**src/rtl/game_status_fsm_if.sv**
```systemverilog
// -----------------------------------------------------------------------------
// game_status_fsm_if
// Groups the per-pixel collision flags, frame strobe, level/restart controls
// and the status outputs exchanged between the pixel pipeline and
// game_status_fsm.
//   update     1   one-clk pulse per frame
//   player     1   current pixel is player sprite
//   blocks     16  per-block pixel flags of the selected level
//   border     1   current pixel is arena border
//   end_zone   1   current pixel is goal square
//   level_sel  2   level switch value
//   restart    1   debounced restart button level
//   win        1   level completed screen
//   game_over  1   lives exhausted screen
//   hit_flash  1   high while the hit flash is showing
//   respawn    1   one-clk pulse: return player to start
//   lives      2   remaining lives
// master = pixel pipeline / controls side, slave = game_status_fsm.
// -----------------------------------------------------------------------------
interface game_status_fsm_if;
    logic        update;
    logic        player;
    logic [15:0] blocks;
    logic        border;
    logic        end_zone;
    logic [1:0]  level_sel;
    logic        restart;
    logic        win;
    logic        game_over;
    logic        hit_flash;
    logic        respawn;
    logic [1:0]  lives;

    modport master (
        output update, player, blocks, border, end_zone, level_sel, restart,
        input  win, game_over, hit_flash, respawn, lives
    );

    modport slave (
        input  update, player, blocks, border, end_zone, level_sel, restart,
        output win, game_over, hit_flash, respawn, lives
    );
endinterface

```
**src/rtl/game_status_fsm.sv**
```systemverilog
// -----------------------------------------------------------------------------
// game_status_fsm
// Frame-level game status tracker. Accumulates player collision / goal pixel
// flags across a frame and judges them once per frame on the update strobe.
// Runs lives, hit flash, respawn, win and game-over.
//   clk   in   pixel clock (single clock domain)
//   rst   in   synchronous, active-high reset
//   bus   slave modport of game_status_fsm_if (pixel flags, frame strobe,
//         level/restart controls in; win/game_over/hit_flash/respawn/lives out)
// Parameters:
//   LIVES         lives granted at reset, restart and level change (1..3)
//   FLASH_FRAMES  frames hit_flash stays high after a non-fatal hit (1..63)
// -----------------------------------------------------------------------------
module game_status_fsm #(
    parameter int LIVES        = 3,
    parameter int FLASH_FRAMES = 30
) (
    input logic               clk,
    input logic               rst,
    game_status_fsm_if.slave  bus
);

    typedef enum logic [1:0] {
        PLAY  = 2'd0,
        FLASH = 2'd1,
        WIN   = 2'd2,
        OVER  = 2'd3
    } state_t;

    localparam logic [1:0] LIVES_INIT = 2'(LIVES);
    localparam logic [5:0] FLASH_INIT = 6'(FLASH_FRAMES - 1);

    state_t     state,     state_n;
    logic [1:0] lives_q,   lives_n;
    logic [5:0] flash_cnt, flash_cnt_n;
    logic       armed,     armed_n;
    logic       hit_seen,  hit_seen_n;
    logic       goal_seen, goal_seen_n;
    logic       respawn_q, respawn_n;
    logic       restart_q;
    logic [1:0] level_q;

    logic hit_px;
    logic goal_px;
    logic hit_f;
    logic goal_f;
    logic restart_rise;
    logic level_chg;

    // Per-pixel collision terms and whole-frame verdicts. The verdict folds in
    // the current pixel so a hit on the update cycle itself is not lost.
    assign hit_px       = bus.player & (bus.border | (|bus.blocks));
    assign goal_px      = bus.player & bus.end_zone;
    assign hit_f        = hit_seen  | hit_px;
    assign goal_f       = goal_seen | goal_px;
    assign restart_rise = bus.restart & ~restart_q;
    assign level_chg    = (bus.level_sel != level_q);

    // Next-state / next-value logic.
    always_comb begin
        // NOTE: every signal driven here gets a default first, so no path
        // leaves one unassigned and no latch is inferred.
        state_n     = state;
        lives_n     = lives_q;
        flash_cnt_n = flash_cnt;
        armed_n     = armed;
        respawn_n   = 1'b0;
        // Sticky flags collect a frame's pixels and are emptied by the judge.
        hit_seen_n  = bus.update ? 1'b0 : (hit_seen  | hit_px);
        goal_seen_n = bus.update ? 1'b0 : (goal_seen | goal_px);

        if (level_chg) begin
            // Level switch overrides everything, in every state.
            state_n     = PLAY;
            lives_n     = LIVES_INIT;
            flash_cnt_n = '0;
            armed_n     = 1'b0;
            respawn_n   = 1'b1;
            hit_seen_n  = 1'b0;
            goal_seen_n = 1'b0;
        end else begin
            unique case (state)
                PLAY: begin
                    if (bus.update) begin
                        if (!armed) begin
                            // First frame after entering PLAY is partial:
                            // arm and throw its verdict away.
                            armed_n = 1'b1;
                        end else if (hit_f) begin
                            // Hit wins over goal in the same frame.
                            if (lives_q <= 2'd1) begin
                                lives_n = 2'd0;
                                state_n = OVER;
                            end else begin
                                lives_n     = lives_q - 2'd1;
                                state_n     = FLASH;
                                flash_cnt_n = FLASH_INIT;
                            end
                        end else if (goal_f) begin
                            state_n = WIN;
                        end
                    end
                end

                FLASH: begin
                    if (bus.update) begin
                        if (flash_cnt != 6'd0) begin
                            flash_cnt_n = flash_cnt - 6'd1;
                        end else begin
                            state_n   = PLAY;
                            armed_n   = 1'b0;
                            respawn_n = 1'b1;
                        end
                    end
                end

                WIN, OVER: begin
                    if (restart_rise) begin
                        state_n     = PLAY;
                        lives_n     = LIVES_INIT;
                        flash_cnt_n = '0;
                        armed_n     = 1'b0;
                        respawn_n   = 1'b1;
                    end
                end

                default: state_n = PLAY;
            endcase
        end
    end

    // State register.
    always_ff @(posedge clk) begin
        // NOTE: sequential state uses non-blocking assignments so every
        // register samples pre-edge values regardless of statement order.
        if (rst) begin
            state     <= PLAY;
            lives_q   <= LIVES_INIT;
            flash_cnt <= '0;
            armed     <= 1'b0;
            hit_seen  <= 1'b0;
            goal_seen <= 1'b0;
            respawn_q <= 1'b0;
            // Treat restart as already high so a button held through reset
            // is not seen as a fresh press.
            restart_q <= 1'b1;
            level_q   <= bus.level_sel;
        end else begin
            state     <= state_n;
            lives_q   <= lives_n;
            flash_cnt <= flash_cnt_n;
            armed     <= armed_n;
            hit_seen  <= hit_seen_n;
            goal_seen <= goal_seen_n;
            respawn_q <= respawn_n;
            restart_q <= bus.restart;
            level_q   <= bus.level_sel;
        end
    end

    // Status outputs are decoded from registered state, so they move one
    // clock after the judging update and win/game_over can never overlap.
    assign bus.win       = (state == WIN);
    assign bus.game_over = (state == OVER);
    assign bus.hit_flash = (state == FLASH);
    assign bus.respawn   = respawn_q;
    assign bus.lives     = lives_q;

endmodule

```
**src/flat_wrapper.sv**
```systemverilog
// flat-port wrapper written by rule: the top's interface ports become plain ports
module game_status_fsm_flat 
#(
    parameter int LIVES        = 3,
    parameter int FLASH_FRAMES = 30
)
  (clk, rst, bus_update, bus_player, bus_blocks, bus_border, bus_end_zone, bus_level_sel, bus_restart, bus_win, bus_game_over, bus_hit_flash, bus_respawn, bus_lives);
  game_status_fsm_if bus_i ();
  input logic clk;
  input logic rst;
  input wire logic [$bits(bus_i.update)-1:0] bus_update;
  input wire logic [$bits(bus_i.player)-1:0] bus_player;
  input wire logic [$bits(bus_i.blocks)-1:0] bus_blocks;
  input wire logic [$bits(bus_i.border)-1:0] bus_border;
  input wire logic [$bits(bus_i.end_zone)-1:0] bus_end_zone;
  input wire logic [$bits(bus_i.level_sel)-1:0] bus_level_sel;
  input wire logic [$bits(bus_i.restart)-1:0] bus_restart;
  output wire logic [$bits(bus_i.win)-1:0] bus_win;
  output wire logic [$bits(bus_i.game_over)-1:0] bus_game_over;
  output wire logic [$bits(bus_i.hit_flash)-1:0] bus_hit_flash;
  output wire logic [$bits(bus_i.respawn)-1:0] bus_respawn;
  output wire logic [$bits(bus_i.lives)-1:0] bus_lives;
  assign bus_i.update = bus_update;
  assign bus_i.player = bus_player;
  assign bus_i.blocks = bus_blocks;
  assign bus_i.border = bus_border;
  assign bus_i.end_zone = bus_end_zone;
  assign bus_i.level_sel = bus_level_sel;
  assign bus_i.restart = bus_restart;
  assign bus_win = bus_i.win;
  assign bus_game_over = bus_i.game_over;
  assign bus_hit_flash = bus_i.hit_flash;
  assign bus_respawn = bus_i.respawn;
  assign bus_lives = bus_i.lives;
  game_status_fsm #(.LIVES(LIVES), .FLASH_FRAMES(FLASH_FRAMES)) u_core (.clk(clk), .rst(rst), .bus(bus_i));
endmodule
```
**config.mk**
```make
export PLATFORM = sky130hd
export DESIGN_NAME = game_status_fsm_flat
export DESIGN_NICKNAME = d
export VERILOG_FILES = /design/src/rtl/game_status_fsm_if.sv /design/src/rtl/game_status_fsm.sv /design/src/flat_wrapper.sv
export SDC_FILE = /design/constraint.sdc
export NUM_CORES = 1
export LEC_CHECK = 0
export BUFFER_PORTS_ARGS = -buffer_cell sky130_fd_sc_hd__buf_2
export CORE_MARGIN = 2
export CORE_UTILIZATION = 40
export CTS_CLUSTER_DIAMETER = 200
export DETAILED_ROUTE_END_ITERATION = 7
export GPL_ROUTABILITY_DRIVEN = 1
export PLACE_DENSITY = 0.63
export SLEW_MARGIN = 20
export SYNTH_ARGS = -nofsm -noshare
export SYNTH_HDL_FRONTEND = slang
export SYNTH_SLANG_ARGS = --single-unit
```
**constraint.sdc**
```tcl
create_clock -name clk -period 2.4 [get_ports clk]
set_input_delay 0.48 -clock clk [delete_from_list [all_inputs] [get_ports clk]]
set_output_delay 0.48 -clock clk [all_outputs]
set_load 0.1 [all_outputs]
```
==> flow_metrics.py <==
metrics = {
    "yosys": {
        "synth_top_area_cell": "dfxtp_1",
        "yosys_register_bits": 17,
        "ys_types": 43,
        "synth_common_cells": "dfxtp_1 (17), nor2_1 (9), inv_1 (7)",
        "synth_top_area_share_pct": 34.83,
        "synth-compound-area-share_pct": 23.82,
        "synth_fa_ha_area_share_pct": 2.561,
        "syn_area_um2": 977.2,
        "synth_most_common_cell": "dfxtp_1",
        "ys_async_sr_fraction_pct": 0,
        "synth-edff-count": 0,
        "synth-xor-area-share_pct": 1.793,
        "ys_warn_count": 0,
        "ys.flop_type": "dfxtp_1",
        "synthCells": 112,
        "synth.avg_cell_area_um2": 8.725,
        "seq_area_frac_synth_pct": 34.83,
        "synth-simple-area-share_pct": 31.88,
        "syn_nets": 139,
        "muxShareOfSynthArea_pct": 0,
        "synthTopCellsByArea": "dfxtp_1 (35%), nor2_1 (3.5%), a21oi_1 (3.1%), nor3_1 (3.1%), or4_1 (3.1%)",
        "synth_top_family_by_area": "simple AND/OR/NAND/NOR gates",
    },
    "routing": {
        "drc": 0,
        "wl_per_cell_um": 13.72,
        "viasPerCell": 5.733,
        "antenna_left": 0,
        "routed_wl_mm": 2.359,
        "via_count": 986,
        "first_pass_iters": 4,
        "drt_iter0_drc": 11,
    },
    "timing": {
        "rsz0062_at_grt": "no",
        "fin_crit_sh_pct": 88.14,
        "period_needed_ns": 2.115,
        "max_freq_mhz": 472.7,
        "worstMarginPinSlew_ns": 0.6977,
        "setup_tns_ns": 0,
        "whs_ns": 0.3034,
        "hold_viol_final": 0,
        "finalSetupViolations": 0,
        "slew_violations": 0,
        "clock_skew_ns": 0.001306,
        "slew_headroom_pct": 53.05,
        "fin_ws_ns": 0.2846,
    },
    "worst_hold_path": {
        "hp-start": "bus_level_sel[1]",
        "hold_class": "input port to register",
        "hold_depth": 1,
        "worstHoldEndpoint": "u_core.level_q[1]",
    },
    "setup_path": {
        "r2r_start": "u_core.flash_cnt[0]",
        "end_kind": "primary output",
        "cpPeakStageDelay_ns": 0.58,
        "arrival_ns": 1.64,
        "crit_fanout": 12,
        "r2r_setup_slack_ns": 0.41,
        "startpoint_type": "register",
        "crit_type": "register to primary output",
        "critPathSlowestCell": "dfxtp_1",
        "worst_r2r_path_depth": 7,
        "critical-path-top-delay-family": "buffers and inverters",
        "crit_buf_inv": 2,
        "cp_cell_sequence": "buf_4, and2_1, buf_2",
        "r2r-end": "u_core.flash_cnt[5]",
        "crit_required_ns": 1.92,
    },
    "cells_and_area": {
        "multi_input_area_um2": 586.8,
        "register_area_um2": 340.3,
        "layout-drive-gt1-share_pct": 31.25,
        "nFillCells": 251,
        "fin_nets": 172,
        "area_delta_synth_final_pct": 20.87,
        "diodes": 0,
    },
    "grt": {
        "grt_pass1_wl_mm": 3.995,
        "grt_max_degree": 13,
        "grt-ovfl-total": 0,
        "grt_pass1_vias": 941,
        "grt_usage_pct": 19.28,
        "antenna_found_initial": 0,
    },
    "power_and_ir_drop": {
        "switching_share_pct": 27.37,
        "power_frac_comb_pct": 14.0,
        "power.switching_uw": 143.2,
        "p_int_uw": 380.0,
        "vdd_drop_max_mv": 0.3142,
        "sequentialPowerShare_pct": 55.7,
        "p_per_area_mw_per_mm2": 442.9,
        "clkPwrFrac_pct": 30.3,
        "leakagePower_uw": 0.0005290,
    },
    "job": {
        "maxCapViolCount": 0,
    },
    "place": {
        "port_buffers": 30,
        "gp_congestion": 0.8475,
        "dp_hpwl_mm": 1.883,
        "pre_cts_ws_ns": 0.1650,
    },
    "clocking": {
        "post_cts_buffers": 0,
        "tritoncts": "yes",
        "cts_buffer_depth": 2,
        "root_buffer": "clkbuf_4",
        "cts_resized": 0,
        "cts_sinks": 17,
        "h-tree-depth": 1,
        "worstSkewPairLatency_ns": 0.29,
        "numCtsBuffers": 3,
        "ctsHoldBuffers": 0,
        "clkSlewWorstSetupHoldPaths_ns": 0.10,
    },
    "die": {
        "rows": 17,
        "core-area_mm2": 0.002255,
        "die_w_um": 53.43,
        "dieArea_mm2": 0.002854,
        "start_util_pct": 43.34,
        "io_pins": 31,
        "die_y_um": 53.43,
    },
    "outcome": {
        "run_status": "completed",
    },
}
cells in the final DEF, fill, tap and decap left out, types with 2 or more instances in the layout:
cell | Yosys | routed
buf_2 | 1 | 30
dfxtp_1 | 17 | 17
nor2_1 | 9 | 9
inv_1 | 7 | 7
nor3_1 | 6 | 6
a21oi_1 | 6 | 6
nand2_1 | 5 | 5
nand3_1 | 5 | 5
or4_1 | 4 | 4
or3_1 | 3 | 3
nor4_1 | 3 | 3
nand3b_1 | 3 | 3
o21ai_0 | 3 | 3
a31oi_1 | 3 | 3
clkbuf_4 | 0 | 3
xor2_1 | 2 | 2
or2_2 | 2 | 2
a41oi_1 | 2 | 2
nor2b_1 | 2 | 2
o221a_2 | 2 | 2
nand4_1 | 2 | 2
ha_1 | 2 | 2
buf_4 | 2 | 2
per-stage QoR:
step                std cells  utilization (%)  area [um^2]  total power, uW
floorplan                 112                -        977.2            340.5
global placement          168            51.17         1154            369.5
detailed placement        168            51.17         1154            371.1
CTS                       172            52.39         1181            526.0
global route              172            52.39         1181            547.3
finish                    172            52.39         1181            523.2
layer usage:
layer	part of all wire [%]	GRT usage, %	wire [um]	up-vias
met4	1.2	6.410	29	0
met5	0	0	0	-
met3	2.7	2.542	63	5
met1	48	23.59	1124	466
li1	-	-	-	498
met2	48	34.16	1142	17
final cells by class:
type,instances,share of cell area [%]
inverters,7,2.225
clock inverters,1,0.4237
well taps,28,2.966
multi-input cells,84,49.68
flip-flops and latches,17,28.81
repair buffers,32,13.98
clock buffers,3,1.907
worst max-delay path by stage:
stage | startpoint | endpoint | cells past startpoint
floorplan | u_core.state[0] | bus_win | 3
global placement | bus_blocks[4] | u_core.flash_cnt[5] | 6
detailed placement | bus_blocks[4] | u_core.flash_cnt[5] | 6
CTS | u_core.state[0] | bus_game_over | 3
global route | u_core.state[0] | bus_game_over | 3
finish | u_core.state[0] | bus_game_over | 3
flip-flops by register name (all words and copies together) (netlist names):
signal / count
u_core.flash_cnt: 6
u_core.armed: 1
u_core.restart_q: 1
u_core.state: 2
u_core.hit_seen: 1
u_core.goal_seen: 1
u_core.bus.respawn: 1
u_core.bus.lives: 2
u_core.level_q: 2
cell families after synthesis:
kind of cell    Yosys count
fa+ha+maj                 2
flops                    17
buf+inv                  11
xor+xnor                  2
compound gates           29
simple gates             51
power by group through the flow:
stage	clock network (uW)	logic (uW)	registers (uW)
3_5_place_dp	0	73.3	298
2_1_floorplan	0	31.6	309
6_report	158	73.2	291
3_3_place_gp	0	71.9	298
4_1_cts	161	73.5	291
5_1_grt	174	80.6	292
No activity file was read; power rests on OpenSTA's default activity.
